## src/rtl/bars_gen_if.sv

```systemverilog
// rtl/bars_gen_if.sv - pixel position in, pattern colour out, between timing controller and bars_gen
interface bars_gen_if #(
  parameter int CW = 3
);
  logic [9:0]    x_px;
  logic [9:0]    y_px;
  logic          activevideo;
  logic [1:0]    mode;
  logic [CW-1:0] color_px;
  logic          color_valid;

  // timing-controller side
  modport master (
    output x_px, y_px, activevideo, mode,
    input  color_px, color_valid
  );

  // pattern-generator side
  modport slave (
    input  x_px, y_px, activevideo, mode,
    output color_px, color_valid
  );
endinterface

```

## src/rtl/bars_gen.sv

```systemverilog
// rtl/bars_gen.sv - registered VGA test-pattern generator (vertical/horizontal/checker/scroll)
module bars_gen #(
  parameter int H_ACTIVE  = 640,
  parameter int V_ACTIVE  = 480,
  parameter int NBARS     = 8,
  parameter int CW        = 3,
  parameter int FRAME_DIV = 60
) (
  input  logic         clk,
  input  logic         rst,
  bars_gen_if.slave    bus
);

  localparam int BARW = H_ACTIVE / NBARS;
  localparam int BARH = V_ACTIVE / NBARS;
  // bar indices run 0..NBARS, NBARS marking the remainder region past the last full bar
  localparam int BW   = $clog2(NBARS + 1);
  localparam int HCW  = $clog2(BARW + 1);
  localparam int VCW  = $clog2(BARH + 1);
  localparam int FW   = $clog2(FRAME_DIV + 1);

  localparam logic [BW-1:0]  NB      = BW'(NBARS);
  localparam logic [BW-1:0]  NB_M1   = BW'(NBARS - 1);
  localparam logic [BW:0]    NB_X    = (BW + 1)'(NBARS);
  localparam logic [HCW-1:0] BARW_M1 = HCW'(BARW - 1);
  localparam logic [VCW-1:0] BARH_M1 = VCW'(BARH - 1);
  localparam logic [FW-1:0]  FD_M1   = FW'(FRAME_DIV - 1);

  // bar k is drawn in the inverse of its low index bits: bar 0 is all-ones
  function automatic logic [CW-1:0] bar_color(input logic [BW-1:0] k);
    return ~(CW'(k));
  endfunction

  logic [BW-1:0]  hbar_q, hbar_d, vbar_q, vbar_d, off_q, off_d, sidx;
  logic [HCW-1:0] hcnt_q, hcnt_d;
  logic [VCW-1:0] vcnt_q, vcnt_d;
  logic [FW-1:0]  fcnt_q, fcnt_d;
  logic [1:0]     mode_q, mode_d;
  logic [CW-1:0]  color_q, color_d, pix;
  logic           valid_q;
  logic [BW:0]    sum;
  logic           x_zero, y_zero, fs, h_in, v_in;

  assign x_zero = (bus.x_px == '0);
  assign y_zero = (bus.y_px == '0);
  assign fs     = bus.activevideo & x_zero & y_zero;

  // position tracking by counters, plus frame-start sampling of mode, frame count and scroll offset
  always_comb begin
    hbar_d = hbar_q;
    hcnt_d = hcnt_q;
    vbar_d = vbar_q;
    vcnt_d = vcnt_q;
    mode_d = mode_q;
    fcnt_d = fcnt_q;
    off_d  = off_q;
    if (bus.activevideo) begin
      if (x_zero) begin
        hbar_d = '0;
        hcnt_d = '0;
        if (y_zero) begin
          vbar_d = '0;
          vcnt_d = '0;
        end else if (vcnt_q == BARH_M1) begin
          vcnt_d = '0;
          if (vbar_q != NB) vbar_d = vbar_q + BW'(1);
        end else begin
          vcnt_d = vcnt_q + VCW'(1);
        end
      end else if (hcnt_q == BARW_M1) begin
        hcnt_d = '0;
        if (hbar_q != NB) hbar_d = hbar_q + BW'(1);
      end else begin
        hcnt_d = hcnt_q + HCW'(1);
      end
    end
    if (fs) begin
      mode_d = bus.mode;
      if (fcnt_q == FD_M1) begin
        fcnt_d = '0;
        off_d  = (off_q == NB_M1) ? '0 : off_q + BW'(1);
      end else begin
        fcnt_d = fcnt_q + FW'(1);
      end
    end
  end

  // colour of the current pixel, using the freshly updated indices, mode and offset
  always_comb begin
    h_in = (hbar_d < NB);
    v_in = (vbar_d < NB);
    sum  = {1'b0, hbar_d} + {1'b0, off_d};
    sidx = (sum >= NB_X) ? BW'(sum - NB_X) : BW'(sum);
    pix  = '0;
    case (mode_d)
      2'd0:    pix = h_in ? bar_color(hbar_d) : '0;
      2'd1:    pix = v_in ? bar_color(vbar_d) : '0;
      2'd2:    pix = (h_in && v_in && !(hbar_d[0] ^ vbar_d[0])) ? '1 : '0;
      default: pix = h_in ? bar_color(sidx) : '0;
    endcase
    color_d = bus.activevideo ? pix : '0;
  end

  // state and output registers
  always_ff @(posedge clk or posedge rst) begin
    if (rst) begin
      hbar_q  <= '0;
      hcnt_q  <= '0;
      vbar_q  <= '0;
      vcnt_q  <= '0;
      mode_q  <= '0;
      fcnt_q  <= '0;
      off_q   <= '0;
      color_q <= '0;
      valid_q <= 1'b0;
    end else begin
      hbar_q  <= hbar_d;
      hcnt_q  <= hcnt_d;
      vbar_q  <= vbar_d;
      vcnt_q  <= vcnt_d;
      mode_q  <= mode_d;
      fcnt_q  <= fcnt_d;
      off_q   <= off_d;
      color_q <= color_d;
      valid_q <= bus.activevideo;
    end
  end

  assign bus.color_px    = color_q;
  assign bus.color_valid = valid_q;

endmodule
```

## src/flat_wrapper.sv

```systemverilog
// flat-port wrapper written by rule: the top's interface ports become plain ports
module bars_gen_flat 
#(
  parameter int H_ACTIVE  = 640,
  parameter int V_ACTIVE  = 480,
  parameter int NBARS     = 8,
  parameter int CW        = 3,
  parameter int FRAME_DIV = 60
)
  (clk, rst, bus_x_px, bus_y_px, bus_activevideo, bus_mode, bus_color_px, bus_color_valid);
  bars_gen_if #(.CW(CW)) bus_i ();
  input  logic clk;
  input  logic rst;
  input wire logic [$bits(bus_i.x_px)-1:0] bus_x_px;
  input wire logic [$bits(bus_i.y_px)-1:0] bus_y_px;
  input wire logic [$bits(bus_i.activevideo)-1:0] bus_activevideo;
  input wire logic [$bits(bus_i.mode)-1:0] bus_mode;
  output wire logic [$bits(bus_i.color_px)-1:0] bus_color_px;
  output wire logic [$bits(bus_i.color_valid)-1:0] bus_color_valid;
  assign bus_i.x_px = bus_x_px;
  assign bus_i.y_px = bus_y_px;
  assign bus_i.activevideo = bus_activevideo;
  assign bus_i.mode = bus_mode;
  assign bus_color_px = bus_i.color_px;
  assign bus_color_valid = bus_i.color_valid;
  bars_gen #(.H_ACTIVE(H_ACTIVE), .V_ACTIVE(V_ACTIVE), .NBARS(NBARS), .CW(CW), .FRAME_DIV(FRAME_DIV)) u_core (.clk(clk), .rst(rst), .bus(bus_i));
endmodule
```

## config.mk

```make
export PLATFORM = sky130hd
export DESIGN_NAME = bars_gen_flat
export DESIGN_NICKNAME = d
export VERILOG_FILES = /design/src/rtl/bars_gen_if.sv /design/src/rtl/bars_gen.sv /design/src/flat_wrapper.sv
export SDC_FILE = /design/constraint.sdc
export NUM_CORES = 1
export LEC_CHECK = 0
export CORE_UTILIZATION = 30
export DETAILED_ROUTE_END_ITERATION = 12
export GPL_ROUTABILITY_DRIVEN = 1
export SETUP_SLACK_MARGIN = 0.05
export SLEW_MARGIN = 20
export SYNTH_ARGS = -nofsm -noshare
export SYNTH_HDL_FRONTEND = slang
export SYNTH_SLANG_ARGS = --single-unit
export TNS_END_PERCENT = 20
```

## constraint.sdc

```tcl
create_clock -name clk -period 2.8 [get_ports clk]
set_input_delay 0.56 -clock clk [delete_from_list [all_inputs] [get_ports clk]]
set_output_delay 0.56 -clock clk [all_outputs]
set_load 0.01 [all_outputs]
```

==> key figures <==
Detailed routing
  • Via density per instance: 4.91
  • Detailed router's first-iteration violation count: 93
  • Remaining number of nets flagged by the antenna check after routing: 0
  • Routed length per instance: 12.7 um
  • Number of remaining DRC errors: 0
  • Via count: 1926
  • Drt total wl: 4960 um
  • Number of iterations in the first detailed-routing pass: 4

Clock network
  • Level count of the clock H-tree: 2
  • Clock slew seen by the registers of the worst setup and hold paths: 0.07 ns
  • Clock buffers created by TritonCTS: 5
  • CTS tree: done
  • Number of clock sinks: 37
  • Buffer cell driving the clock tree root: clkbuf_8
  • Buffer depth of the longest clock path: 2
  • Number of buffers inserted by hold repair at cts: 0
  • Clk Latency, worst-skew pair: 0.29 ns

Floorplan
  • Full die area: 7490 um2
  • Die Height: 86.6 um
  • Area of the core: 6830 um2
  • X dimension of the die: 86.6 um
  • Rows: 30
  • I/O pin count: 29
  • Starting density of the core: 31.4%

Synthesis
  • Most used DFF post-synth: dfrtp_1
  • Number of cells produced by synthesis: 225
  • Sequential share of the synthesized area: 43.2%
  • Share of flip-flops with an asynchronous set or reset: 100%
  • Cell area after synthesis: 2140 um2
  • Warnings, synthesis: 0
  • Avg Synthesized Cell Area: 9.53 um2
  • Post-synth EDFFs: 0
  • Syn_nets: 260
  • Number of synthesized register bits: 37
  • Number of distinct standard cells referenced by the synthesized netlist: 50

Final layout
  • Seq. cell area: 926 um2
  • Filler Cell Count: 723
  • Final Instance Count excl. Fillers: 392
  • Commonest cells after routing, fill and taps aside: dfrtp_1 (37), buf_4 (37), nand2_1 (28), o21ai_0 (16), inv_1 (14)
  • Nets@finish: 330
  • Final antenna diode count: 0
  • Combined area of the multi-input logic cells: 1230 um2
  • Area delta synth->final: 38.5%
  • Fraction of final layout cells sized beyond drive strength 1: 25.0%

Power and ir drop
  • Leakage power: 0.00127 uW
  • Areal power density over the cells: 405 nW/um2
  • Worst vdd ir: 0.000196 V

Timing
  • Top achievable clock speed: 340 MHz
  • Post-route fraction of the period consumed by the critical path: 105%
  • Final Max Tran Viols: 0
  • Transition at the pin with the smallest max-transition slack: 0.578 ns
  • Tightest slew margin relative to the limit: 60.9%
  • RSZ-0062 raised after global routing: yes
  • Clock Skews: 0.00897 ns
  • Final setup violating endpoints: 3
  • Post-layout minimum cycle time: 2.95 ns
  • Crit path setup slack, layout: -0.145 ns
  • Final worst hold slack: 0.491 ns
  • Final Hold Vio Count: 0

GRT
  • Antenna violations before repair: 0
  • Maximum number of pins on one net before global-route repair: 38
  • Global-route wire length before repair: 8640 um
  • Global routing usage summed across all routing layers: 14.9%
  • Gr ovfl total: 0
  • Vias in the first global route: 1852

Setup path
  • Element type at the critical path start: input port
  • Data arrival time of the worst path: 3.12 ns
  • WP data required: 2.97 ns
  • Class of the most critical setup path: in2reg
  • Crit path cell chain: buf_6 -> or4_4 -> nor3_4 -> nand3_4 -> nor2_4 -> mux2_4 -> ha_4 -> inv_2 -> fa_2 -> xor2_1 -> xnor2_1 -> xnor2_1 -> nor2_1 -> o221a_1
  • Maximum fanout along the worst path: 3
  • Type of element capturing the critical path: flop
  • Cell mode on critical path: xnor2_1
  • Worst-path cell with the longest stage delay: or4_4
  • Delay of the slowest cell on the worst path: 0.54 ns

Place
  • Post-Place Worst Slack: -0.850 ns
  • Post-DP HPWL: 3710 um
  • Last weighted congestion value of the routability-driven placer: 0.783
  • Inst Count DP: 380
  • Port Buffer Count: 28

Outcome
  • Failing checks: negative setup slack
  • Status: finished with violations

Worst hold path
  • Hold Crit Class: reg2reg

Job
  • Maximum capacitance violations: 0
what timing repair did:
item                       4_1_cts  5_1_grt
resized for setup               35        4
pin swaps                       14        2
buffers inserted                 4        0
setup endpoints to repair        6        3
gates cloned                     0        0
cells by family after synthesis:
kind of cell | after synthesis | synth area share (%)
muxes | 4 | 2.10
xor gates and xnor gates | 10 | 4.43
adders and majority gates | 10 | 6.18
buffers and inverters | 18 | 3.50
AOI/OAI and AO/OA | 54 | 17.3
and+or+nand+nor | 92 | 23.3
DFF | 37 | 43.2
registers in the layout (all words and copies together) (netlist names), named ones only:
signal / cells
u_core.hbar_q: 4
u_core.hcnt_q: 7
u_core.vbar_q: 4
u_core.fcnt_q: 6
u_core.bus.color_px: 3
u_core.vcnt_q: 6
u_core.mode_q: 2
u_core.bus.color_valid: 1
u_core.off_q: 3
layer usage:
layer  vias to the layer above  routed length, um  GRT usage [%]
met3                         6                178           2.86
met5                         -                  0              0
met1                       913               2390           20.2
met2                        44               2320           23.7
met4                         0                 77           5.15
li1                        963                  -              -
where the power goes:
part	switching [uW]	internal (uW)	leakage [uW]
registers	30.7	571	0.000462
clock network	194	223	0.0000542
logic	86.2	97.8	0.000758
Yosys cell counts (5+ instances only):
library cell  number  area, um2
nor2_1            10       37.5
nand2b_1           6       37.5
ha_1               9        113
and3_1             7       43.8
nand2_1           28        105
dfrtp_1           37        926
xnor2_1            7       61.3
o22ai_1            6       37.5
nand3_1           13       65.1
a21oi_1            8       40.0
inv_1             15       56.3
o21ai_0           16       80.1
o31ai_1            5       37.5
cell type report:
cell class	count	area share [%]
Multi-Input combinational cell	170	41.5
Sequential cell	37	31.2
Timing Repair Buffer	65	17.8
Tap cell	96	4.04
Clock buffer	7	3.24
Inverter	16	2.02
Clock inverter	1	0.168
final timing paths:
path	depth (start not counted)	start	end	slack (ns)
max	14	bus_x_px[8]	u_core.bus.color_px[2]	-0.15
min	1	u_core.fcnt_q[4]	u_core.fcnt_q[4]	0.49
max reg2reg	13	u_core.fcnt_q[0]	u_core.bus.color_px[2]	0.05
min reg2reg	1	u_core.fcnt_q[4]	u_core.fcnt_q[4]	0.49
max in group asynchronous	3	rst	u_core.bus.color_px[1]	1.76
min in group asynchronous	3	rst	u_core.fcnt_q[4]	0.69
metrics by stage:
stage	total power (uW)	TNS, ns	instance area, um2	utilization, %
after floorplan	701	-0.834	2190	-
after global placement	796	-3.78	2830	41.4
after detailed placement	800	-4.11	2830	41.4
after CTS	1220	-0.226	2950	43.1
after global routing	1270	-0.438	2970	43.5
final	1200	-0.196	2970	43.5
critical path: cells and delay by family:
kind | cells | cell delay, ns
AO/OA/AOI/OAI | 1 | 0.21
XOR/XNOR | 3 | 0.46
adder cells (fa/ha/maj) | 2 | 0.34
buffers and inverters | 2 | 0.13
multiplexers | 1 | 0.33
AND/OR/NAND/NOR | 5 | 1.09
Power figures use the tool's default switching activity.
